<file path="src/rtl/grad_descent_ctrl_if.sv">
// Signal bundle between the descent controller and its environment (host + gradient datapath).
// master drives the run request and datapath results; slave is the controller.
interface grad_descent_ctrl_if;
    logic        start;
    logic [31:0] x_init;
    logic        dp_start;
    logic [31:0] dp_x;
    logic        dp_done;
    logic [31:0] dp_x_diff;
    logic [63:0] dp_value;
    logic        dp_overflow;
    logic        busy;
    logic        done;
    logic [31:0] x_out;
    logic [63:0] value_out;
    logic [15:0] iter_count;
    logic [1:0]  status;

    modport master (
        output start, x_init, dp_done, dp_x_diff, dp_value, dp_overflow,
        input  dp_start, dp_x, busy, done, x_out, value_out, iter_count, status
    );

    modport slave (
        input  start, x_init, dp_done, dp_x_diff, dp_value, dp_overflow,
        output dp_start, dp_x, busy, done, x_out, value_out, iter_count, status
    );
endinterface

</file>
<file path="src/rtl/grad_descent_ctrl.sv">
// Iterates x <- sat(x - dp_x_diff) via an external gradient datapath until converged, max-iter, overflow or timeout.
// Per iteration: LAUNCH + WAIT (until dp_done) + UPDATE; the datapath is never stalled, a silent one is aborted after TIMEOUT cycles.
module grad_descent_ctrl #(
    parameter logic [15:0] MAX_ITER = 16'd256,
    parameter logic [31:0] TOL      = 32'h00000001,
    parameter logic [15:0] TIMEOUT  = 16'd1024
) (
    input  logic                     clk,
    input  logic                     rst,
    grad_descent_ctrl_if.slave       bus
);

    typedef enum logic [2:0] {IDLE, LAUNCH, WAIT, UPDATE, FIN} state_t;

    state_t      state;
    state_t      state_nxt;
    logic [31:0] x_reg;
    logic [31:0] x_diff;
    logic        ovf;
    logic [63:0] value_q;
    logic [15:0] iter_q;
    logic [1:0]  status_q;
    logic [15:0] tcnt;

    logic [32:0] x_sub;
    logic [31:0] x_next;
    logic [31:0] diff_abs;
    logic [15:0] iter_inc;
    logic [1:0]  fin_status;

    assign x_sub    = {x_reg[31], x_reg} - {x_diff[31], x_diff};
    assign iter_inc = iter_q + 16'd1;

    always_comb begin
        x_next = x_sub[31:0];
        if (x_sub[32] != x_sub[31]) begin
            x_next = x_sub[32] ? 32'h8000_0000 : 32'h7FFF_FFFF;
        end
    end

    // The most negative step has no positive twin; clamp its magnitude.
    always_comb begin
        diff_abs = x_diff;
        if (x_diff[31]) begin
            diff_abs = (x_diff == 32'h8000_0000) ? 32'h7FFF_FFFF : (~x_diff + 32'd1);
        end
    end

    always_ff @(posedge clk or posedge rst) begin
        if (rst) begin
            state <= IDLE;
        end else begin
            state <= state_nxt;
        end
    end

    always_comb begin
        state_nxt  = state;
        fin_status = status_q;
        case (state)
            IDLE: begin
                if (bus.start) state_nxt = LAUNCH;
            end
            LAUNCH: begin
                state_nxt = WAIT;
            end
            WAIT: begin
                if (bus.dp_done) begin
                    state_nxt = UPDATE;
                end else if (tcnt == TIMEOUT - 16'd1) begin
                    state_nxt  = FIN;
                    fin_status = 2'b11;
                end
            end
            UPDATE: begin
                state_nxt = FIN;
                if (ovf) begin
                    fin_status = 2'b10;
                end else if (diff_abs <= TOL) begin
                    fin_status = 2'b00;
                end else if (iter_inc == MAX_ITER) begin
                    fin_status = 2'b01;
                end else begin
                    state_nxt = LAUNCH;
                end
            end
            FIN: begin
                state_nxt = IDLE;
            end
            default: begin
                state_nxt = IDLE;
            end
        endcase
    end

    always_ff @(posedge clk or posedge rst) begin
        if (rst) begin
            x_reg    <= '0;
            x_diff   <= '0;
            ovf      <= 1'b0;
            value_q  <= '0;
            iter_q   <= '0;
            status_q <= 2'b00;
            tcnt     <= '0;
        end else begin
            case (state)
                IDLE: begin
                    if (bus.start) begin
                        x_reg    <= bus.x_init;
                        iter_q   <= '0;
                        status_q <= 2'b00;
                    end
                end
                LAUNCH: begin
                    tcnt <= '0;
                end
                WAIT: begin
                    if (bus.dp_done) begin
                        x_diff  <= bus.dp_x_diff;
                        value_q <= bus.dp_value;
                        ovf     <= bus.dp_overflow;
                    end else begin
                        tcnt     <= tcnt + 16'd1;
                        status_q <= fin_status;
                    end
                end
                UPDATE: begin
                    // The step is applied even on the terminating iteration.
                    x_reg    <= x_next;
                    iter_q   <= iter_inc;
                    status_q <= fin_status;
                end
                default: begin
                end
            endcase
        end
    end

    assign bus.dp_start   = (state == LAUNCH);
    assign bus.dp_x       = x_reg;
    assign bus.busy       = (state == LAUNCH) || (state == WAIT) || (state == UPDATE);
    assign bus.done       = (state == FIN);
    assign bus.x_out      = x_reg;
    assign bus.value_out  = value_q;
    assign bus.iter_count = iter_q;
    assign bus.status     = status_q;

endmodule

</file>
<file path="src/flat_wrapper.sv">
// flat-port wrapper written by rule: the top's interface ports become plain ports
module grad_descent_ctrl_flat 
#(
    parameter logic [15:0] MAX_ITER = 16'd256,
    parameter logic [31:0] TOL      = 32'h00000001,
    parameter logic [15:0] TIMEOUT  = 16'd1024
)
  (clk, rst, bus_start, bus_x_init, bus_dp_done, bus_dp_x_diff, bus_dp_value, bus_dp_overflow, bus_dp_start, bus_dp_x, bus_busy, bus_done, bus_x_out, bus_value_out, bus_iter_count, bus_status);
  grad_descent_ctrl_if bus_i ();
  input  logic clk;
  input  logic rst;
  input wire logic [$bits(bus_i.start)-1:0] bus_start;
  input wire logic [$bits(bus_i.x_init)-1:0] bus_x_init;
  input wire logic [$bits(bus_i.dp_done)-1:0] bus_dp_done;
  input wire logic [$bits(bus_i.dp_x_diff)-1:0] bus_dp_x_diff;
  input wire logic [$bits(bus_i.dp_value)-1:0] bus_dp_value;
  input wire logic [$bits(bus_i.dp_overflow)-1:0] bus_dp_overflow;
  output wire logic [$bits(bus_i.dp_start)-1:0] bus_dp_start;
  output wire logic [$bits(bus_i.dp_x)-1:0] bus_dp_x;
  output wire logic [$bits(bus_i.busy)-1:0] bus_busy;
  output wire logic [$bits(bus_i.done)-1:0] bus_done;
  output wire logic [$bits(bus_i.x_out)-1:0] bus_x_out;
  output wire logic [$bits(bus_i.value_out)-1:0] bus_value_out;
  output wire logic [$bits(bus_i.iter_count)-1:0] bus_iter_count;
  output wire logic [$bits(bus_i.status)-1:0] bus_status;
  assign bus_i.start = bus_start;
  assign bus_i.x_init = bus_x_init;
  assign bus_i.dp_done = bus_dp_done;
  assign bus_i.dp_x_diff = bus_dp_x_diff;
  assign bus_i.dp_value = bus_dp_value;
  assign bus_i.dp_overflow = bus_dp_overflow;
  assign bus_dp_start = bus_i.dp_start;
  assign bus_dp_x = bus_i.dp_x;
  assign bus_busy = bus_i.busy;
  assign bus_done = bus_i.done;
  assign bus_x_out = bus_i.x_out;
  assign bus_value_out = bus_i.value_out;
  assign bus_iter_count = bus_i.iter_count;
  assign bus_status = bus_i.status;
  grad_descent_ctrl #(.MAX_ITER(MAX_ITER), .TOL(TOL), .TIMEOUT(TIMEOUT)) u_core (.clk(clk), .rst(rst), .bus(bus_i));
endmodule
</file>
<file path="config.mk">
export PLATFORM = sky130hd
export DESIGN_NAME = grad_descent_ctrl_flat
export DESIGN_NICKNAME = d
export VERILOG_FILES = /design/src/rtl/grad_descent_ctrl_if.sv /design/src/rtl/grad_descent_ctrl.sv /design/src/flat_wrapper.sv
export SDC_FILE = /design/constraint.sdc
export NUM_CORES = 1
export LEC_CHECK = 0
export BUFFER_PORTS_ARGS = -buffer_cell sky130_fd_sc_hd__buf_2
export CORE_MARGIN = 8
export CORE_UTILIZATION = 53
export DETAILED_ROUTE_END_ITERATION = 8
export GPL_TIMING_DRIVEN = 0
export PLACE_DENSITY_LB_ADDON = 0.3
export SKIP_LAST_GASP = 1
export SLEW_MARGIN = 0
export SYNTH_ARGS = -nofsm -noshare
export SYNTH_HDL_FRONTEND = slang
export SYNTH_SLANG_ARGS = --single-unit
</file>
<file path="constraint.sdc">
create_clock -name clk -period 5.23 [get_ports clk]
set_input_delay 0.2615 -clock clk [delete_from_list [all_inputs] [get_ports clk]]
set_output_delay 0.2615 -clock clk [all_outputs]
set_load 0.1 [all_outputs]
</file>
After elaboration in Yosys (flattened, before gate mapping)
Cells that the tools add are included.
{ "word_totals": {"word_cells": 61, "ff_bits": 166} }
{ "classes": {"n_reduce_logical": 11, "n_addsub": 4, "muxes": 25, "order_cmp": 1, "eq_ne": 11, "bitwise_logic": 1} }
{ "op_table": {"columns": ["cell", "n"], "rows": [
  ["$mux 32", 5],
  ["$pmux 16 s2", 2],
  ["$pmux 32 s2", 1],
  ["$sub 32x32->33", 1],
  ["$add 16x1->16 const B", 2],
  ["$add 32x1->32 const B", 1],
  ["$eq 32x32->1 const B", 1],
  ["$le 32x1->1 const B", 1],
  ["$mux 16", 2],
  ["$not 32->32", 1],
  ["$mux 3", 6],
  ["$eq 16x10->1 const B", 1],
  ["$eq 16x9->1 const B", 1],
  ["$mux 2", 7],
  ["$pmux 3 s4", 1],
  ["$reduce_and 2->1", 4],
  ["$eq 3x2->1 const B", 2],
  ["$pmux 2 s3", 1],
  ["$ne 2x2->1 const B", 2],
  ["$reduce_bool 2->1", 2],
  ["$eq 3x1->1 const B", 1],
  ["$eq 3x3->1 const B", 1],
  ["$logic_not 3->1", 1],
  ["$ne 3x2->1 const B", 1],
  ["4 further kinds", 5]
]} }

Logic depth before layout (Yosys ltp)
{ "depth": {"ltp_word": 10, "ltp_mapped": 13, "mapped_depth_nobuf": 12} }

Worst setup path before layout
No wires, ideal clock.
{ "synth_timing": {"path_kind": "reg2reg", "start": "reg u_core.x_reg[0], in the netlist u_core.bus.dp_x[0]", "end": "reg u_core.x_reg[14], in the netlist u_core.bus.dp_x[14]", "slack_ns": 1.615, "stages_incl_launch_ff": 14, "setup_time_ns": 0.083, "arrival_time_ns": 3.532, "t_required_ns": 5.147, "period_less_slack_ns": 3.615, "path_cell_list": "dfrtp_1 -> inv_1 -> ha_1 -> fa_1 -> nand2b_1 -> a21oi_1 -> o41a_1 -> o21ai_1 -> o211ai_1 -> a31o_2 -> mux2_2 -> clkbuf_1 -> a21boi_0 -> o21ai_0"} }
{ "synth_via": {"elab_chain_len": 4, "elab_cells_between_ends": 5, "cone_classes": "add/sub (1); eq/ne (1); mux (3)"} }
{ "synth_rtl": {"columns": ["element", "line", "rtl"], "rows": [
  ["start: declaration", "grad_descent_ctrl.sv:17", "logic [31:0] x_reg;"],
  ["start signal: assignment", "grad_descent_ctrl.sv:109", "x_reg <= bus.x_init;"],
  ["start signal: assignment", "grad_descent_ctrl.sv:129", "x_reg <= x_next;"],
  ["$sub 32x32->33 *", "grad_descent_ctrl.sv:31", "assign x_sub = {x_reg[31], x_reg} - {x_diff[31], x_diff};"],
  ["$mux 32 or $ne 1x1->1 (tied branches)", "grad_descent_ctrl.sv:37, grad_descent_ctrl.sv:36", null],
  ["$mux 32 *", "grad_descent_ctrl.sv:36", "if (x_sub[32] != x_sub[31]) begin"],
  ["$pmux 32 s2 *", "grad_descent_ctrl.sv:106", "case (state)"]
]} }
Every way passes the cells marked *; elsewhere a longest branch is shown, timed or not.
A chain may end at the register's enable or synchronous reset.

Worst setup path in the final report
{ "layout_timing": {"start": "reg u_core.x_diff[11]", "end": "reg u_core.x_reg[4], in the netlist u_core.bus.dp_x[4]"} }
{ "layout_via": {"elab_chain_len": 4, "elab_cells_between_ends": 5, "cone_classes": "add/sub (1); eq/ne (1); mux (3)"} }
{ "layout_rtl": {"columns": ["element", "line", "rtl"], "rows": [
  ["start: declaration", "grad_descent_ctrl.sv:18", "logic [31:0] x_diff;"],
  ["start signal: assignment", "grad_descent_ctrl.sv:119", "x_diff <= bus.dp_x_diff;"],
  ["$sub 32x32->33 *", "grad_descent_ctrl.sv:31", null],
  ["$mux 32 or $ne 1x1->1 (tied branches)", "grad_descent_ctrl.sv:37, grad_descent_ctrl.sv:36", null],
  ["$mux 32 *", "grad_descent_ctrl.sv:36", null],
  ["$pmux 32 s2 *", "grad_descent_ctrl.sv:106", null]
]} }
Marked as above.

==> results.json <==
{
  "kind_of_path_behind_the_tightest_hold_check": "in2reg",
  "fp.coreArea_sq_um": 18600,
  "cp-end-kind": "flip-flop",
  "cts_num_sinks": 166,
  "worst-r2r-cell-count": 12,
  "numCtsBuffers": 17,
  "synth_ff_type": "dfrtp_1",
  "worst_r2r_startpoint": "u_core.x_diff[11]$_DFFE_PP0P_",
  "mostFrequentLayoutCells": "buf_2 (282), dfrtp_1 (166), o21ai_0 (129), nand2_1 (117), a21oi_1 (74)",
  "grt_start_max_net_pins": 99,
  "data_arrival_critical_path_ns": 4.64,
  "final_net_count": 1581,
  "design.die.area_sq_um": 23600,
  "postSynthCellCount": 1110,
  "layout-drive-gt1-share_pct": 30.7,
  "period_share_pct": 83.0,
  "worstHoldEndpoint": "u_core.x_diff[12]$_DFFE_PP0P_",
  "hold_viol_final": 0,
  "chipHeight_um": 154,
  "port-buffer-count": 281,
  "total_placed_cells_including_tap_cells": 1626,
  "clk_path_buf_depth": 2,
  "number_of_top_level_design_ports": 282,
  "groute.usage.overall_pct": 26.0,
  "timing.critical_path.slowest_cell_delay_ns": 0.68,
  "global_route.peak_usage_layer": "met2",
  "worst_setup_path_start_kind": "flip-flop",
  "multi_input_comb_area_sq_um": 5250,
  "final-instance-count-excl-fill": 1664,
  "timing.critical_path.fanout_max": 10,
  "dp_hpwl_um": 24000,
  "crit_path_kind": "reg2reg",
  "ys.warnings.count": 0,
  "tightest_slew_ns": 1.01,
  "globalRouteMet3Util_pct": 7.01,
  "cap_viol_max_count": 0,
  "depth_of_the_cts_h_tree": 4,
  "syn-cell-area_sq_um": 10000,
  "period_minus_slack_ns": 4.34,
  "rows": 50,
  "layout.cells.most_common": "buf_2",
  "via_count_of_the_first_global_routing_pass": 9693,
  "finalCoreUtilization_pct": 66.5,
  "cp_top_family": "compound AO/OA/AOI/OAI gates",
  "synthArstFlopShare_pct": 100,
  "fillers": 1568,
  "crit_top_cell": "a21oi_1",
  "grt_overflow_total": 0,
  "worst_hold_startpoint": "bus_dp_x_diff[12]",
  "synthDistinctLibCells": 72,
  "syn-num-nets": 1279,
  "synth.ff_latch_count": 166,
  "number_of_stages_on_the_worst_hold_path": 3,
  "fin_worst_skew_ns": 0.0161,
  "m2_gr_usage_pct": 41.9,
  "max_freq_ghz": 0.230,
  "area.growth.synth_to_final_pct": 23.5,
  "outcome": "completed",
  "postSynthAreaPerCell_sq_um": 9.04,
  "worst-r2r-setup-slack_ns": 0.89,
  "wl_per_cell_um": 18.9,
  "drt-vias-per-instance": 5.81,
  "worst_skew_pair.late_latency_ns": 0.44,
  "vias_post_dr": 9673,
  "cts_tree": "yes",
  "setup_viol": 0,
  "critPathSlowestCell": "a21oi_1",
  "place.gp.congestion": 0.929,
  "slew_viol_final": 0,
  "initial_antenna_violation_count": 5,
  "area.sequential_sq_um": 4150,
  "grt.met1_usage_pct": 33.3,
  "worst-endpoint-required_ns": 5.53,
  "worstPathCellList": "inv_1 -> ha_1 -> clkbuf_1 -> a21oi_1 -> o21ai_0 -> or2_2 -> o21ai_1 -> o211ai_1 -> a31o_2 -> a21oi_1 -> clkbuf_1 -> a21oi_1",
  "floorplan.initialDensity_pct": 53.8,
  "sequential_to_total_area_share_from_yosys_stat_pct": 41.4,
  "timing.slew.headroom_pct": 31.9,
  "drt_iter0_drc": 694,
  "detail-route-antenna-nets": 0,
  "setup_repair_after_global_routing_missed_its_margin": "false",
  "crit-reg2reg-capture": "u_core.bus.dp_x[4]$_DFFE_PP0P_",
  "clk_pin_slew_ns": 0.08,
  "grt_pass1_wl_um": 49800,
  "critical_path_buf_inv_count": 3,
  "synth_edf_count": 0,
  "cell_chosen_for_the_clock_root": "clkbuf_16",
  "remaining_drc_errors": 0,
  "die_width_um": 154,
  "routed_wl_um": 31500,
  "detailedRoute.firstPassIterationCount": 5
}
## area by class of cell
class | count | area share [%]
Multi-Input combinational cell | 811 | 42.4
Sequential cell | 166 | 33.5
Buffer | 80 | 3.46
Inverter | 53 | 1.67
Timing Repair Buffer | 283 | 11.7
Tap cell | 234 | 2.36
Clock buffer | 17 | 3.43
Clock inverter | 15 | 1.42
Antenna cell | 5 | 0.101
## routing by layer
metal	wire length (um)	share of wire, %
met5	0	0
met4	627	2.0
met3	2770	8.8
met2	14900	47
met1	13200	42
## worst max path at each step
stage,slack (ns),from,endpoint,cells past startpoint
global placement,-1.41,rst,u_core.bus.dp_x[5]$_DFFE_PP0P_,2
floorplan,0.48,rst,u_core.bus.dp_x[0]$_DFFE_PP0P_,1
detailed placement,0.96,u_core.x_diff[11]$_DFFE_PP0P_,u_core.bus.dp_x[4]$_DFFE_PP0P_,12
CTS,0.94,u_core.x_diff[11]$_DFFE_PP0P_,u_core.bus.dp_x[4]$_DFFE_PP0P_,12
finish,0.89,u_core.x_diff[11]$_DFFE_PP0P_,u_core.bus.dp_x[4]$_DFFE_PP0P_,12
global route,0.69,u_core.x_diff[11]$_DFFE_PP0P_,u_core.bus.dp_x[18]$_DFFE_PP0P_,12
## synthesized netlist by cell type (3+ instances only)
library cell | n | share of area (%)
dfrtp_1 | 166 | 41
o21ai_0 | 129 | 6.4
nand2_1 | 117 | 4.4
a21oi_1 | 74 | 3.7
mux2_2 | 67 | 7.5
nor2_1 | 61 | 2.3
inv_1 | 53 | 2.0
clkbuf_1 | 42 | 1.6
ha_1 | 35 | 4.4
or3_1 | 34 | 2.1
buf_4 | 32 | 2.4
nand4_1 | 25 | 1.6
xnor2_1 | 25 | 2.2
nand3_1 | 24 | 1.2
nor3_1 | 23 | 1.1
xor2_1 | 17 | 1.5
a21o_1 | 16 | 1.2
nor4_1 | 16 | 1.0
and3_1 | 13 | 0.81
a31oi_1 | 10 | 0.62
nand2b_1 | 10 | 0.62
a211oi_1 | 8 | 0.60
o211ai_1 | 7 | 0.52
a21boi_0 | 6 | 0.45
o21a_1 | 6 | 0.45
or2_2 | 6 | 0.37
a31o_2 | 5 | 0.44
and2_1 | 5 | 0.31
mux2i_1 | 5 | 0.50
buf_1 | 4 | 0.15
nor2b_1 | 4 | 0.25
nor4b_1 | 4 | 0.35
o22ai_1 | 4 | 0.25
o31ai_1 | 4 | 0.30
a211o_1 | 3 | 0.26
a22o_1 | 3 | 0.26
nor4_2 | 3 | 0.37
o21bai_1 | 3 | 0.22
## cell families (layout without fill, tap and decap cells)
logic type / after synthesis / in the layout / synth area share, %
adder cells (fa/ha/maj): 36 / 36 / 4.56
flip-flops: 166 / 166 / 41.4
AND/OR/NAND/NOR: 356 / 356 / 17.9
other: 0 / 5 / 0
AO/OA/AOI/OAI: 304 / 304 / 18.0
XOR/XNOR: 42 / 42 / 3.67
multiplexers: 73 / 73 / 8.17
buffers and inverters: 133 / 448 / 6.26
## state kept, by name (all words and copies together), names as in the netlist
| signal | cells |
|---|---|
| u_core.bus.dp_x | 32 |
| u_core.bus.iter_count | 16 |
| u_core.bus.status | 2 |
| u_core.bus.value_out | 64 |
| u_core.ovf | 1 |
| u_core.state | 3 |
| u_core.tcnt | 16 |
| u_core.x_diff | 32 |
## timing repair
item | CTS | global route
endpoints found under the hold margin | 68 | 0
resized for setup | 0 | 0
setup buffers | 0 | 0
hold buffers | 1 | 0
## worst reg2reg max path, cell delays in order (launching register included)
cell      delay, ns
dfrtp_1        0.51
inv_1          0.19
ha_1           0.32
clkbuf_1       0.19
a21oi_1        0.17
o21ai_0        0.16
or2_2          0.31
o21ai_1        0.43
o211ai_1       0.28
a31o_2         0.35
a21oi_1        0.68
clkbuf_1       0.47
a21oi_1        0.15
## through the flow
| step | setup TNS, ns | area, sq um | hold WS, ns | setup WS (ns) |
|---|---|---|---|---|
| 3_5_place_dp | 0 | 11800 | 0.344 | 0.961 |
| 5_1_grt | 0 | 12400 | 0.0149 | 0.686 |
| 6_report | 0 | 12400 | 0.0269 | 0.890 |
| 3_3_place_gp | -232.56 | 11700 | 0.465 | -1.41 |
| 4_1_cts | 0 | 12400 | 0.0141 | 0.939 |
| 2_1_floorplan | 0 | 10000 | 0.378 | 0.478 |
Power is not shown: default switching activity piles up to over one toggle a cycle in this logic, so the estimate is an artifact.
